===== src/rtl/alu_sort_ctrl.sv =====
// alu_sort_ctrl: bubble-sort sequencer that sits in front of an 8-bit alu.
// A host loads the array and starts the sort. The block then walks adjacent
// pairs (array[i], array[i+1]) into the alu with A-B selected. It reads back
// the Zero/Negative flags and swaps the pair when A > B. A pass that makes no
// swap ends the sort early.
//
// Ports:
//   sClk, sReset                  clock, async active-high reset
//   sLoadEn/sLoadAddr/sLoadData   array write (IDLE only)
//   sStart                        begin sort (IDLE only)
//   sReadAddr -> sReadData        combinational array readback
//   sBusy, sDone                  busy in CMP/SWAP, one-cycle done pulse
//   sAluA, sAluB, sAluSel         operand/select drive to the alu
//   sAluZero, sAluNegative        alu flags for the current pair
module alu_sort_ctrl #(
  parameter int DATAWIDTH = 8,
  parameter int SELECTION = 3,
  parameter int DEPTH     = 8,
  parameter int ADDRWIDTH = 3
) (
  input  logic                 sClk,
  input  logic                 sReset,
  input  logic                 sLoadEn,
  input  logic [ADDRWIDTH-1:0] sLoadAddr,
  input  logic [DATAWIDTH-1:0] sLoadData,
  input  logic                 sStart,
  input  logic [ADDRWIDTH-1:0] sReadAddr,
  output logic [DATAWIDTH-1:0] sReadData,
  output logic                 sBusy,
  output logic                 sDone,
  output logic [DATAWIDTH-1:0] sAluA,
  output logic [DATAWIDTH-1:0] sAluB,
  output logic [SELECTION-1:0] sAluSel,
  input  logic                 sAluZero,
  input  logic                 sAluNegative
);

  localparam logic [1:0] S_IDLE = 2'd0;
  localparam logic [1:0] S_CMP  = 2'd1;
  localparam logic [1:0] S_SWAP = 2'd2;
  localparam logic [1:0] S_DONE = 2'd3;

  localparam logic [ADDRWIDTH-1:0] LAST     = ADDRWIDTH'(DEPTH - 1);
  localparam logic [SELECTION-1:0] SEL_PASS = '0;
  localparam logic [SELECTION-1:0] SEL_SUB  = SELECTION'(1);

  logic [DATAWIDTH-1:0] r_mem [DEPTH];
  logic [1:0]           r_state;
  logic [ADDRWIDTH-1:0] r_i;
  logic [ADDRWIDTH-1:0] r_bound;
  logic                 r_swapped;

  logic [ADDRWIDTH-1:0] w_ip1;
  logic                 w_swap_needed;
  logic                 w_pass_end;
  logic                 w_finish;
  logic [1:0]           w_adv_state;
  logic [ADDRWIDTH-1:0] w_adv_i;
  logic [ADDRWIDTH-1:0] w_adv_bound;
  logic                 w_adv_clr;

  assign w_ip1         = r_i + 1'b1;
  // A > B exactly when the difference is neither zero nor negative.
  // Equal pairs are never swapped, which keeps the sort stable.
  assign w_swap_needed = !sAluZero && !sAluNegative;
  assign w_pass_end    = (r_i == r_bound - 1'b1);
  // In SWAP, the swap being committed this cycle counts toward the pass
  // even though r_swapped only updates at this edge.
  assign w_finish      = !(r_swapped || (r_state == S_SWAP)) || (r_bound == 1);

  // Next-step decision shared by CMP (no swap) and SWAP: either step to the
  // next pair, or close the pass by shrinking the bound or finishing.
  always_comb begin
    w_adv_state = S_CMP;
    w_adv_i     = w_ip1;
    w_adv_bound = r_bound;
    w_adv_clr   = 1'b0;
    if (w_pass_end) begin
      if (w_finish) begin
        w_adv_state = S_DONE;
        w_adv_i     = r_i;
      end else begin
        w_adv_i     = '0;
        w_adv_bound = r_bound - 1'b1;
        w_adv_clr   = 1'b1;
      end
    end
  end

  always_ff @(posedge sClk or posedge sReset) begin
    if (sReset) begin
      r_state   <= S_IDLE;
      r_i       <= '0;
      r_bound   <= LAST;
      r_swapped <= 1'b0;
      for (int k = 0; k < DEPTH; k++) r_mem[k] <= '0;
    end else begin
      case (r_state)
        S_IDLE: begin
          if (sLoadEn) r_mem[sLoadAddr] <= sLoadData;
          if (sStart) begin
            r_i       <= '0;
            r_bound   <= LAST;
            r_swapped <= 1'b0;
            r_state   <= S_CMP;
          end
        end
        S_CMP: begin
          if (w_swap_needed) begin
            r_state <= S_SWAP;
          end else begin
            r_state <= w_adv_state;
            r_i     <= w_adv_i;
            r_bound <= w_adv_bound;
            if (w_adv_clr) r_swapped <= 1'b0;
          end
        end
        S_SWAP: begin
          r_mem[r_i]   <= r_mem[w_ip1];
          r_mem[w_ip1] <= r_mem[r_i];
          r_swapped    <= ~w_adv_clr;
          r_state      <= w_adv_state;
          r_i          <= w_adv_i;
          r_bound      <= w_adv_bound;
        end
        S_DONE:  r_state <= S_IDLE;
        default: r_state <= S_IDLE;
      endcase
    end
  end

  assign sReadData = r_mem[sReadAddr];
  assign sAluA     = r_mem[r_i];
  assign sAluB     = r_mem[w_ip1];
  assign sAluSel   = (r_state == S_CMP) ? SEL_SUB : SEL_PASS;
  assign sBusy     = (r_state == S_CMP) || (r_state == S_SWAP);
  assign sDone     = (r_state == S_DONE);

endmodule


===== config.mk =====
export PLATFORM = sky130hd
export DESIGN_NAME = alu_sort_ctrl
export DESIGN_NICKNAME = d
export VERILOG_FILES = /design/src/rtl/alu_sort_ctrl.sv
export SDC_FILE = /design/constraint.sdc
export NUM_CORES = 1
export LEC_CHECK = 0
export ABC_AREA = 1
export CAP_MARGIN = 20
export CORE_MARGIN = 3
export CORE_UTILIZATION = 26
export CTS_BUF_LIST = sky130_fd_sc_hd__clkbuf_4
export CTS_CLUSTER_SIZE = 40
export DETAILED_ROUTE_END_ITERATION = 16
export DONT_BUFFER_PORTS = 1
export PLACE_DENSITY = 0.45
export SLEW_MARGIN = 20
export SYNTH_ARGS = -nofsm -noshare
export SYNTH_HDL_FRONTEND = slang
export SYNTH_SLANG_ARGS = --single-unit

===== constraint.sdc =====
create_clock -name sClk -period 3 [get_ports sClk]
set_input_delay 0.6 -clock sClk [delete_from_list [all_inputs] [get_ports sClk]]
set_output_delay 0.6 -clock sClk [all_outputs]
set_load 0.02 [all_outputs]

==> impl_results.md <==
* Run status: complete, no violations
* Final setup fails at 0
* RR Startpoint: r_state[0]$_DFFE_PP0P_
* DR vias at 7981
* Setup Buffers After CTS at 0
* WP data arrival at 2.24 ns
* Hold buffer count at CTS at 0
* Die height at around 170 µm
* H-tree depth at 3
* Max cap viols at 0
* Fin Clk Skew at 0.0173 ns
* RSZ-0062 raised after global routing: false
* FF/Latch Area at about 0.0018 mm²
* Critical Path Start Type: flop
* Leak pwr at 3.88 nW
* Later-pin clock latency in the skew report at 0.48 ns
* CP cell instances: inv_1 -> nand2_1 -> nand2_1 -> nand2_1 -> nand2_2
* Peak supply drop at 0.414 mV
* Largest net degree at the start of global routing at between 60 and 70
* DRT iter0 DRCs at 723
* Nets at 1258
* Power Dens Cells at 1240 mW/mm²
* Crit Path Max Fanout at 20
* Reg clk slew, reported paths at around 0.15 ns
* IO Port Bufs at 0
* Global-route wire length before repair at 47900 µm
* Filler Cell Count at 2999
* Total Wirelength at ~32000 µm
* Crit path capture type: primary output
* Kind of critical path: flop to primary output
* Initial antenna violation count at 2
* Mapped Area at 0.00703 mm²
* Max Clock Freq at 352 MHz
* DR WL/cell at 20.1 µm
* Setup Total Neg Slack at 0 ns
* Mapped Cells at 1243
* DR DRC count at 0
* CTS Buf Count at 9
* Slew Viols, Final at 0
* Vias per std cell at just over 5
* CP required at 2.40 ns
* Slew @ Worst Pin at 0.851 ns
* Post-route ant nets at 0
* Initial Utilization at between 20% and 30%
* Max Buffers Root-to-Sink at 2
* Std-Cell Rows at 59
* Relative slew margins at 43.2%
* Detailed Place HPWL at 22100 µm
* Number of global-route vias before repair at 7518
* Fin. Hold Viols at 0
* Ports at 49
* Instance count on the critical path at 5
* Gr usage total at 21.9%
* Area delta synth->final at 7.49%
* WP buf/inv at 1
* 1st-pass router iterations at 6
* Library cells used by synthesis at 37
* Launch point of the worst path: r_i[1]$_DFFE_PP0P_
* CTS tree: done
* Final worst path period need at 2.84 ns
* Die area at 0.0291 mm²
* Layout cells sized above 1 at 10.0%
* Placed instance count at 1555
* Placer congestion estimate at 0.889
* Number of standard cells in the layout, taps in and fillers out at roughly 1600
* Finished Core Util at 28.7%
* Syn Area/Cell at approximately 5.7 µm²
* CTS root buf: clkbuf_4
* GR Overflow Total at 0
* CORE AREA at 0.0264 mm²
* Yosys Warn Count at 0
* Worst Hold Class: primary input to asynchronous set/reset pin
* Slowest-stage cell, CP: inv_1
* Yosys reg bits at 73
* Worst r2r path cells at 9
* Sequential area share after synthesis at a little over a quarter
* Multi-input logic area at 0.00474 mm²
* Period utilisation layout at 94.7%
* Most used cell, CP: nand2_1
* # clock sinks at 73
* Top Family by Delay on Critical Path: simple AND/OR/NAND/NOR gates
* Die X at 170 µm
* CP max stage delay at 0.65 ns
## cells in the mapped netlist
| cell type | count | area, µm² |
|---|---|---|
| nor2_2 | 3 | 18.8 |
| nor3_1 | 1 | 5.00 |
| nor3_4 | 1 | 16.3 |
| nand3_4 | 1 | 17.5 |
| nor2_1 | 185 | 694 |
| a31oi_1 | 8 | 50.1 |
| buf_4 | 6 | 45.0 |
| nor2_4 | 1 | 11.3 |
| nand2_1 | 615 | 2310 |
| buf_2 | 17 | 85.1 |
| dfstp_2 | 3 | 78.8 |
| nand3_1 | 15 | 75.1 |
| inv_1 | 26 | 97.6 |
| inv_2 | 14 | 52.6 |
| o21ai_2 | 3 | 26.3 |
| xnor2_1 | 2 | 17.5 |
| a21oi_1 | 120 | 601 |
| and2_1 | 8 | 50.1 |
| clkinv_1 | 4 | 15.0 |
| nor3_2 | 1 | 10.0 |
| a21oi_2 | 12 | 105 |
| nand2_2 | 22 | 138 |
| conb_1 | 1 | 3.75 |
| buf_6 | 14 | 158 |
| clkbuf_1 | 13 | 48.8 |
| o22ai_1 | 8 | 50.1 |
| dfrtp_1 | 70 | 1750 |
| ha_1 | 7 | 87.6 |
| o21ai_0 | 34 | 170 |
| inv_4 | 1 | 6.26 |
| nand3_2 | 11 | 110 |
| inv_6 | 1 | 8.76 |
| or2_2 | 1 | 6.26 |
| nand2_4 | 6 | 67.6 |
| nand4_1 | 2 | 12.5 |
| xor2_1 | 1 | 8.76 |
| o21ai_1 | 5 | 25.0 |
## area by class of cell
cell class	instances	area share, %
Inverter	46	2.40
Timing Repair Buffer	26	3.08
Sequential cell	73	24.2
Clock buffer	9	0.894
Tap cell	335	5.54
Clock inverter	7	1.13
Multi-Input combinational cell	1075	62.7
Antenna cell	1	0.0331
## report_power, final
part / switching, mW / internal [mW]
combinational: 4.69 / 1.64
sequential: 0.820 / 1.49
clock: 0.430 / 0.330
total: 5.94 / 3.46
## layout by cell type (no fill, tap or decap), types with 3 or more instances in the layout
cell and instances:
nand2_1 615, nor2_1 185, a21oi_1 120, dfrtp_1 69
o21ai_0 34, inv_1 25, buf_4 23, nand3_1 15
nand2_2 15, inv_2 14, nand2_4 13, a21oi_2 12
nand3_2 11, clkbuf_4 9, and2_1 8, o22ai_1 8
a31oi_1 8, clkinv_1 7, o21ai_1 5, ha_1 5
o21ai_2 3, nor2_2 3, buf_12 3, dfstp_2 3
## timing repair
item | 4_1_cts | 5_1_grt
endpoints found under the setup margin | 7 | 6
gates resized for setup | 4 | 5
cloned | 0 | 0
## worst paths after layout
path	endpoint	slack, ns
worst min register to register	r_bound[1]$_DFFE_PP1P_	0.48
worst max-delay path	sAluA[0]	0.16
max in group asynchronous	r_mem[32]$_DFFE_PP0P_	2.15
worst max register to register	r_mem[44]$_DFFE_PP0P_	0.58
min in group sClk	r_state[1]$_DFFE_PP0P_	0.32
worst min-delay path	r_state[0]$_DFFE_PP0P_	0.03
## cell families (layout without fill, tap and decap cells)
kind of cell	Yosys count	in the layout	synth area share (%)
adders and majority gates	7	7	1.25
other	1	3	0.0533
xor gates and xnor gates	3	3	0.374
AOI/OAI and AO/OA	190	190	14.6
and+or+nand+nor	873	873	50.3
DFF	73	73	26.0
buffers and inverters	96	88	7.35
## registers in the layout, summed over array words and instances, names as in the netlist
register,flops
r_bound,3
r_swapped,1
r_i,3
r_state,2
r_mem,64
## metrics by stage
| step | hold WS (ns) | power [mW] | area [µm²] | worst slack (ns) |
|---|---|---|---|---|
| after floorplan | 0.436 | 6.27 | 7040 | 0.552 |
| after global placement | 0.460 | 8.43 | 7360 | 0.407 |
| after detailed placement | 0.460 | 8.43 | 7360 | 0.411 |
| after CTS | 0.0321 | 9.26 | 7530 | 0.00125 |
| after global routing | 0.0546 | 10.2 | 7560 | 0.0140 |
| final | 0.0311 | 9.41 | 7560 | 0.160 |
## routing by layer
metal	share of wire [%]	vias up	global-route usage [%]	routed length [µm]
met1	44	3764	30.6	14100
met3	8.4	35	4.37	2660
li1	-	3879	-	-
met5	0	-	0	0
met2	45	303	34.4	14100
met4	2.3	0	6.53	742
Note: power is estimated with default switching activity, not from simulation.
